[src/rtl/cpu_pkg.sv]
// Shared types and default widths for the MIPS core pipeline.
package cpu_pkg;

  localparam int unsigned DW = 32;
  localparam int unsigned AW = 5;

  typedef enum logic [2:0] {
    LD_NONE = 3'd0,
    LD_W    = 3'd1,
    LD_B    = 3'd2,
    LD_BU   = 3'd3,
    LD_H    = 3'd4,
    LD_HU   = 3'd5,
    LD_LWL  = 3'd6,
    LD_LWR  = 3'd7
  } ld_type_e;

  typedef enum logic [1:0] {
    WB_IDLE = 2'd0,
    WB_LIVE = 2'd1,
    WB_HOLD = 2'd2
  } wb_state_e;

endpackage

[src/rtl/ld_align.sv]
// Combinational little-endian load aligner: lane select, sign/zero extension and LWL/LWR merge.
module ld_align import cpu_pkg::*; (
  input  ld_type_e    ld_type,
  input  logic [1:0]  addr,
  input  logic [31:0] mem,
  input  logic [31:0] rt,
  output logic [31:0] aligned
);

  logic [7:0]  byte_sel;
  logic [15:0] half_sel;

  always_comb begin
    byte_sel = mem[7:0];
    case (addr)
      2'd1:    byte_sel = mem[15:8];
      2'd2:    byte_sel = mem[23:16];
      2'd3:    byte_sel = mem[31:24];
      default: byte_sel = mem[7:0];
    endcase
    half_sel = addr[1] ? mem[31:16] : mem[15:0];

    aligned = mem;
    case (ld_type)
      LD_B:  aligned = {{24{byte_sel[7]}}, byte_sel};
      LD_BU: aligned = {24'd0, byte_sel};
      LD_H:  aligned = {{16{half_sel[15]}}, half_sel};
      LD_HU: aligned = {16'd0, half_sel};
      LD_LWL: begin
        case (addr)
          2'd0:    aligned = {mem[7:0],  rt[23:0]};
          2'd1:    aligned = {mem[15:0], rt[15:0]};
          2'd2:    aligned = {mem[23:0], rt[7:0]};
          default: aligned = mem;
        endcase
      end
      LD_LWR: begin
        case (addr)
          2'd1:    aligned = {rt[31:24], mem[31:8]};
          2'd2:    aligned = {rt[31:16], mem[31:16]};
          2'd3:    aligned = {rt[31:8],  mem[31:24]};
          default: aligned = mem;
        endcase
      end
      default: aligned = mem;
    endcase
  end

endmodule

[src/rtl/wb_stage.sv]
// MIPS write-back stage: one-deep holding register, load alignment, regfile write and bypass.
// Optional golden-trace outputs are enabled with `define WB_TRACE_EN.
module wb_stage import cpu_pkg::*; #(
  parameter int unsigned DW = cpu_pkg::DW,
  parameter int unsigned AW = cpu_pkg::AW
) (
  input  logic          clk,
  input  logic          rst,
  input  logic          ms_to_ws_valid,
  output logic          ws_allowin,
  input  logic [31:0]   ms_pc,
  input  logic          ms_rf_we,
  input  logic [AW-1:0] ms_rf_waddr,
  input  logic [DW-1:0] ms_alu_res,
  input  ld_type_e      ms_ld_type,
  input  logic [DW-1:0] ms_rt_val,
  input  logic [DW-1:0] data_sram_rdata,
  input  logic          ws_stall,
  input  logic          ws_flush,
  output logic          rf_we,
  output logic [AW-1:0] rf_waddr,
  output logic [DW-1:0] rf_wdata,
  output logic          fwd_valid,
  output logic [AW-1:0] fwd_addr,
  output logic [DW-1:0] fwd_data
`ifdef WB_TRACE_EN
  ,
  output logic [31:0]   debug_wb_pc,
  output logic [3:0]    debug_wb_rf_wen,
  output logic [4:0]    debug_wb_rf_wnum,
  output logic [31:0]   debug_wb_rf_wdata
`endif
);

  wb_state_e     state;
  logic          rf_we_q;
  logic [AW-1:0] waddr_q;
  logic [DW-1:0] alu_res_q;
  logic [DW-1:0] rt_val_q;
  logic [DW-1:0] rdata_q;
  ld_type_e      ld_type_q;
`ifdef WB_TRACE_EN
  logic [31:0]   pc_q;
`endif

  logic          held;
  logic          capture;
  logic          waddr_nz;
  logic [DW-1:0] rdata;
  logic [DW-1:0] aligned;

  assign held       = (state != WB_IDLE);
  assign ws_allowin = (state == WB_IDLE) || !ws_stall;
  assign capture    = ms_to_ws_valid && ws_allowin && !ws_flush;
  assign waddr_nz   = (waddr_q != '0);

  // Flush wins over capture; a stalled LIVE instruction snapshots the bus before it moves on.
  always_ff @(posedge clk or posedge rst) begin
    if (rst) begin
      state     <= WB_IDLE;
      rf_we_q   <= 1'b0;
      waddr_q   <= '0;
      alu_res_q <= '0;
      rt_val_q  <= '0;
      rdata_q   <= '0;
      ld_type_q <= LD_NONE;
`ifdef WB_TRACE_EN
      pc_q      <= '0;
`endif
    end else if (ws_flush) begin
      state <= WB_IDLE;
    end else if (capture) begin
      state     <= WB_LIVE;
      rf_we_q   <= ms_rf_we;
      waddr_q   <= ms_rf_waddr;
      alu_res_q <= ms_alu_res;
      rt_val_q  <= ms_rt_val;
      ld_type_q <= ms_ld_type;
`ifdef WB_TRACE_EN
      pc_q      <= ms_pc;
`endif
    end else if (held && !ws_stall) begin
      state <= WB_IDLE;
    end else if (state == WB_LIVE) begin
      rdata_q <= data_sram_rdata;
      state   <= WB_HOLD;
    end
  end

  assign rdata = (state == WB_HOLD) ? rdata_q : data_sram_rdata;

  ld_align u_ld_align (
    .ld_type (ld_type_q),
    .addr    (alu_res_q[1:0]),
    .mem     (rdata),
    .rt      (rt_val_q),
    .aligned (aligned)
  );

  // Write fires on the same edge the instruction leaves, so it can happen only once.
  assign rf_we     = held && !ws_stall && !ws_flush && rf_we_q && waddr_nz;
  assign rf_waddr  = waddr_q;
  assign rf_wdata  = (ld_type_q == LD_NONE) ? alu_res_q : aligned;

  assign fwd_valid = held && rf_we_q && waddr_nz;
  assign fwd_addr  = waddr_q;
  assign fwd_data  = rf_wdata;

`ifdef WB_TRACE_EN
  assign debug_wb_pc       = pc_q;
  assign debug_wb_rf_wen   = rf_we ? 4'hF : 4'h0;
  assign debug_wb_rf_wnum  = 5'(waddr_q);
  assign debug_wb_rf_wdata = 32'(rf_wdata);
`else
  logic unused_pc;
  assign unused_pc = ^ms_pc;
`endif

endmodule

[config.mk]
export PLATFORM = sky130hd
export DESIGN_NAME = wb_stage
export DESIGN_NICKNAME = d
export VERILOG_FILES = /design/src/rtl/cpu_pkg.sv /design/src/rtl/ld_align.sv /design/src/rtl/wb_stage.sv
export SDC_FILE = /design/constraint.sdc
export NUM_CORES = 1
export LEC_CHECK = 0
export ABC_AREA = 1
export CAP_MARGIN = 5
export CELL_PAD_IN_SITES_DETAIL_PLACEMENT = 0
export CELL_PAD_IN_SITES_GLOBAL_PLACEMENT = 1
export CORE_ASPECT_RATIO = 1.25
export CORE_MARGIN = 2
export CORE_UTILIZATION = 30
export DETAILED_ROUTE_END_ITERATION = 6
export GPL_ROUTABILITY_DRIVEN = 0
export HOLD_SLACK_MARGIN = 0.15
export PLACE_DENSITY = 0.83
export SKIP_LAST_GASP = 1
export SLEW_MARGIN = 25
export SYNTH_ARGS = -nofsm -noshare
export SYNTH_HDL_FRONTEND = slang
export SYNTH_HIERARCHICAL = 1
export SYNTH_SLANG_ARGS = --single-unit
[constraint.sdc]
create_clock -name clk -period 3.18 [get_ports clk]
set_input_delay 0.318 -clock clk [delete_from_list [all_inputs] [get_ports clk]]
set_output_delay 0.318 -clock clk [all_outputs]
set_load 0.02 [all_outputs]
==> impl_metrics.json <==
{
  "syn_inst": 1278,
  "switchingPower_w": 0.002374,
  "cts.sinks": 107,
  "grt_usage_pct": 20.57,
  "synth_top_family_by_area": "simple AND/OR/NAND/NOR gates",
  "violations": "negative setup slack",
  "switching_share_pct": 43.11,
  "final_cell_mix": "nand2_1, nand3_1, clkdlybuf4s50_1",
  "hold_viol_final": 0,
  "die_x_um": 149.8,
  "ios": 219,
  "synth_top_area_share_pct": 33.61,
  "core_region_area_um2": 26100,
  "vias": 8816,
  "clk_latency_ns": 0.36,
  "dp.cells": 1753,
  "syn_area_um2": 7968,
  "required_ns": 2.86,
  "rows": 66,
  "synth_top_area_cell": "dfrtp_1",
  "p_int_w": 0.003133,
  "drtIter0Drc": 860,
  "avgSynthCellArea_um2": 6.234,
  "insertedDiodeCount": 0,
  "synth_compound_area_share_pct": 9.249,
  "max_freq_mhz": 307.8,
  "synth_adder_area_share_pct": 0,
  "io_buffers": 186,
  "layout_commonest_cell": "nand2_1",
  "setup_viol": 1,
  "rsz0062_at_grt": "true",
  "fin_crit_sh_pct": 102.2,
  "die_h_um": 186.2,
  "hp-class": "in -> async",
  "peakVddDrop_mv": 0.2755,
  "nFillCells": 2906,
  "ant_nets": 0,
  "finalNonFillerCells": 1771,
  "wire_per_inst_um": 16.28,
  "grt_pass1_wl_mm": 44.77,
  "status": "complete, but fails checks",
  "register_area_um2": 2679,
  "clockBufferDepth": 2,
  "synth-xor-area-share_pct": 0,
  "p_leak_nw": 5.776,
  "cts_hold_buf": 0,
  "rr_worst_depth": 6,
  "tns_ns": -0.06907,
  "start_util_pct": 30.53,
  "crit_path_top_delay_cell": "clkdlybuf4s50_1",
  "clock_skew_ns": 0.007626,
  "cts_tree": "yes",
  "wirelength_mm": 28.84,
  "cts_buffers": 9,
  "start_kind": "flop",
  "combPwrFrac_pct": 48.6,
  "cp_slowest_stage_delay_ns": 0.61,
  "path_common_cell": "nand2_1",
  "synth_nets": 1420,
  "drc": 0,
  "clockRootBuffer": "clkbuf_16",
  "clk_pin_slew_ns": 0.08,
  "cp_cell_sequence": "inv_1 > nand2_4 > buf_4 > a21oi_2 > inv_1 > nand2_1 > nand3_1 > nand2_1 > nand2_1 > buf_4 > nand3_1 > nand2_1 > nand2_1 > clkdlybuf4s50_1",
  "path_class": "reg -> out",
  "yosysUniqueCellTypes": 26,
  "drv_slew": 0,
  "drive_gt1_share_pct": 10.13,
  "synth-seq-cells": 107,
  "ff2ff_setup_slack_ns": 1.34,
  "grt_pass1_vias": 8268,
  "synth-simple-area-share_pct": 42.57,
  "vias_per_cell": 4.978,
  "ys_seq_area_share_pct": 33.61,
  "endpoint_kind": "output pin",
  "r2r_end": "rt_val_q[29]",
  "seq_power_share_pct": 31.9,
  "syn_to_final_growth_pct": 31.89,
  "gr-total-overflow": 0,
  "nets": 1569,
  "worst_slack_ns": -0.06907,
  "tightest_slew_ns": 0.8000,
  "die_area_um2": 27890,
  "reg2reg_from": "state[1]",
  "min_period_ns": 3.249,
  "synthMuxAreaShare_pct": 0,
  "p_clk_share_pct": 19.5,
  "first_pass_iters": 5,
  "antenna_found_initial": 0,
  "ys_warn_count": 6,
  "powerDensity_nw_per_um2": 524.0,
  "grt_max_degree": 76,
  "dp_hpwl_mm": 20.95,
  "maxCapViolCount": 0,
  "maxSlewHeadroom_pct": 46.67,
  "multi_input_area_um2": 4220,
  "synthTopCellsByArea": "dfrtp_1, nand2_1, nand3_1",
  "htreeDepth": 3,
  "arrival_ns": 2.93,
  "critPathMaxFanout": 14
}
[sequential cells by signal, summed over array words and instances (netlist names)]
| name | flops |
|---|---|
| alu_res_q | 32 |
| fwd_addr | 5 |
| ld_type_q | 3 |
| rdata_q | 32 |
| rf_we_q | 1 |
| rt_val_q | 32 |
| state | 2 |
[how the worst max path moves through the flow]
stage / to / startpoint
3_3_place_gp: rf_wdata[31] / data_sram_rdata[7]
6_report: fwd_data[16] / state[0]
5_1_grt: fwd_data[16] / state[0]
4_1_cts: rf_wdata[16] / state[0]
2_1_floorplan: alu_res_q[0] / rst
3_5_place_dp: fwd_data[31] / data_sram_rdata[7]
[Yosys cell counts (all sizes together)]
cell type	instances
nand2	446
nand3	131
nor2	120
inv	113
dfrtp	107
buf	103
nand4	87
a21oi	70
o21ai	69
clkbuf	23
o211ai	5
nand3b	2
nor2b	1
nor3	1
[worst max-delay path: cells and delay by family (launching register included)]
family / cells / cell delay (ns)
compound gates: 1 / 0.24
buf+inv: 5 / 1.19
flops: 1 / 0.38
simple gates: 8 / 0.74
[metrics by stage]
| stage | total power, W | util (%) | setup WS (ns) | cell area [µm²] | hold WS (ns) |
|---|---|---|---|---|---|
| floorplan | 0.003512 | - | 0.04476 | 7968 | 0.4367 |
| global placement | 0.004544 | 38.92 | 0.06164 | 10160 | 0.4536 |
| detailed placement | 0.004569 | 38.92 | 0.06602 | 10160 | 0.4587 |
| CTS | 0.005556 | 39.99 | -0.1374 | 10440 | 0.4640 |
| global route | 0.005868 | 40.27 | -0.2112 | 10510 | 0.4911 |
| finish | 0.005506 | 40.27 | -0.06907 | 10510 | 0.4234 |
[power by group through the flow]
stage / combinational, W / sequential (W) / clock, W
after global routing: 0.00293 / 0.00179 / 0.00114
after floorplan: 0.00177 / 0.00174 / 0
after global placement: 0.00277 / 0.00178 / 0
final: 0.00267 / 0.00176 / 0.00107
after detailed placement: 0.00278 / 0.00179 / 0
after CTS: 0.00270 / 0.00176 / 0.00110
[metal layers]
layer / vias to the layer above / track usage [%] / wire length [µm]
met5: - / 0 / 0
met4: 0 / 9.774 / 1112
met3: 62 / 1.659 / 1745
met2: 354 / 34.29 / 13790
met1: 4023 / 27.10 / 12180
li1: 4377 / - / -
[layout make-up]
cell class              count  area share [%]
multi-input cells         932           40.16
flip-flops and latches    107           25.49
repair buffers            264           23.67
inverters                 113           4.084
well taps                 340           4.048
clock buffers               9           2.143
clock inverters             6          0.4048
[cell families after synthesis]
kind of cell / after synthesis
and+or+nand+nor: 788
buffers and inverters: 239
AOI/OAI and AO/OA: 144
DFF: 107
[repair_timing]
item | 4_1_cts | 5_1_grt
resized for setup | 49 | 72
endpoints found under the hold margin | 0 | 0
setup endpoints to repair | 64 | 55
setup buffers | 0 | 3
pin swaps | 0 | 2
(Power assumes the default switching activity.)
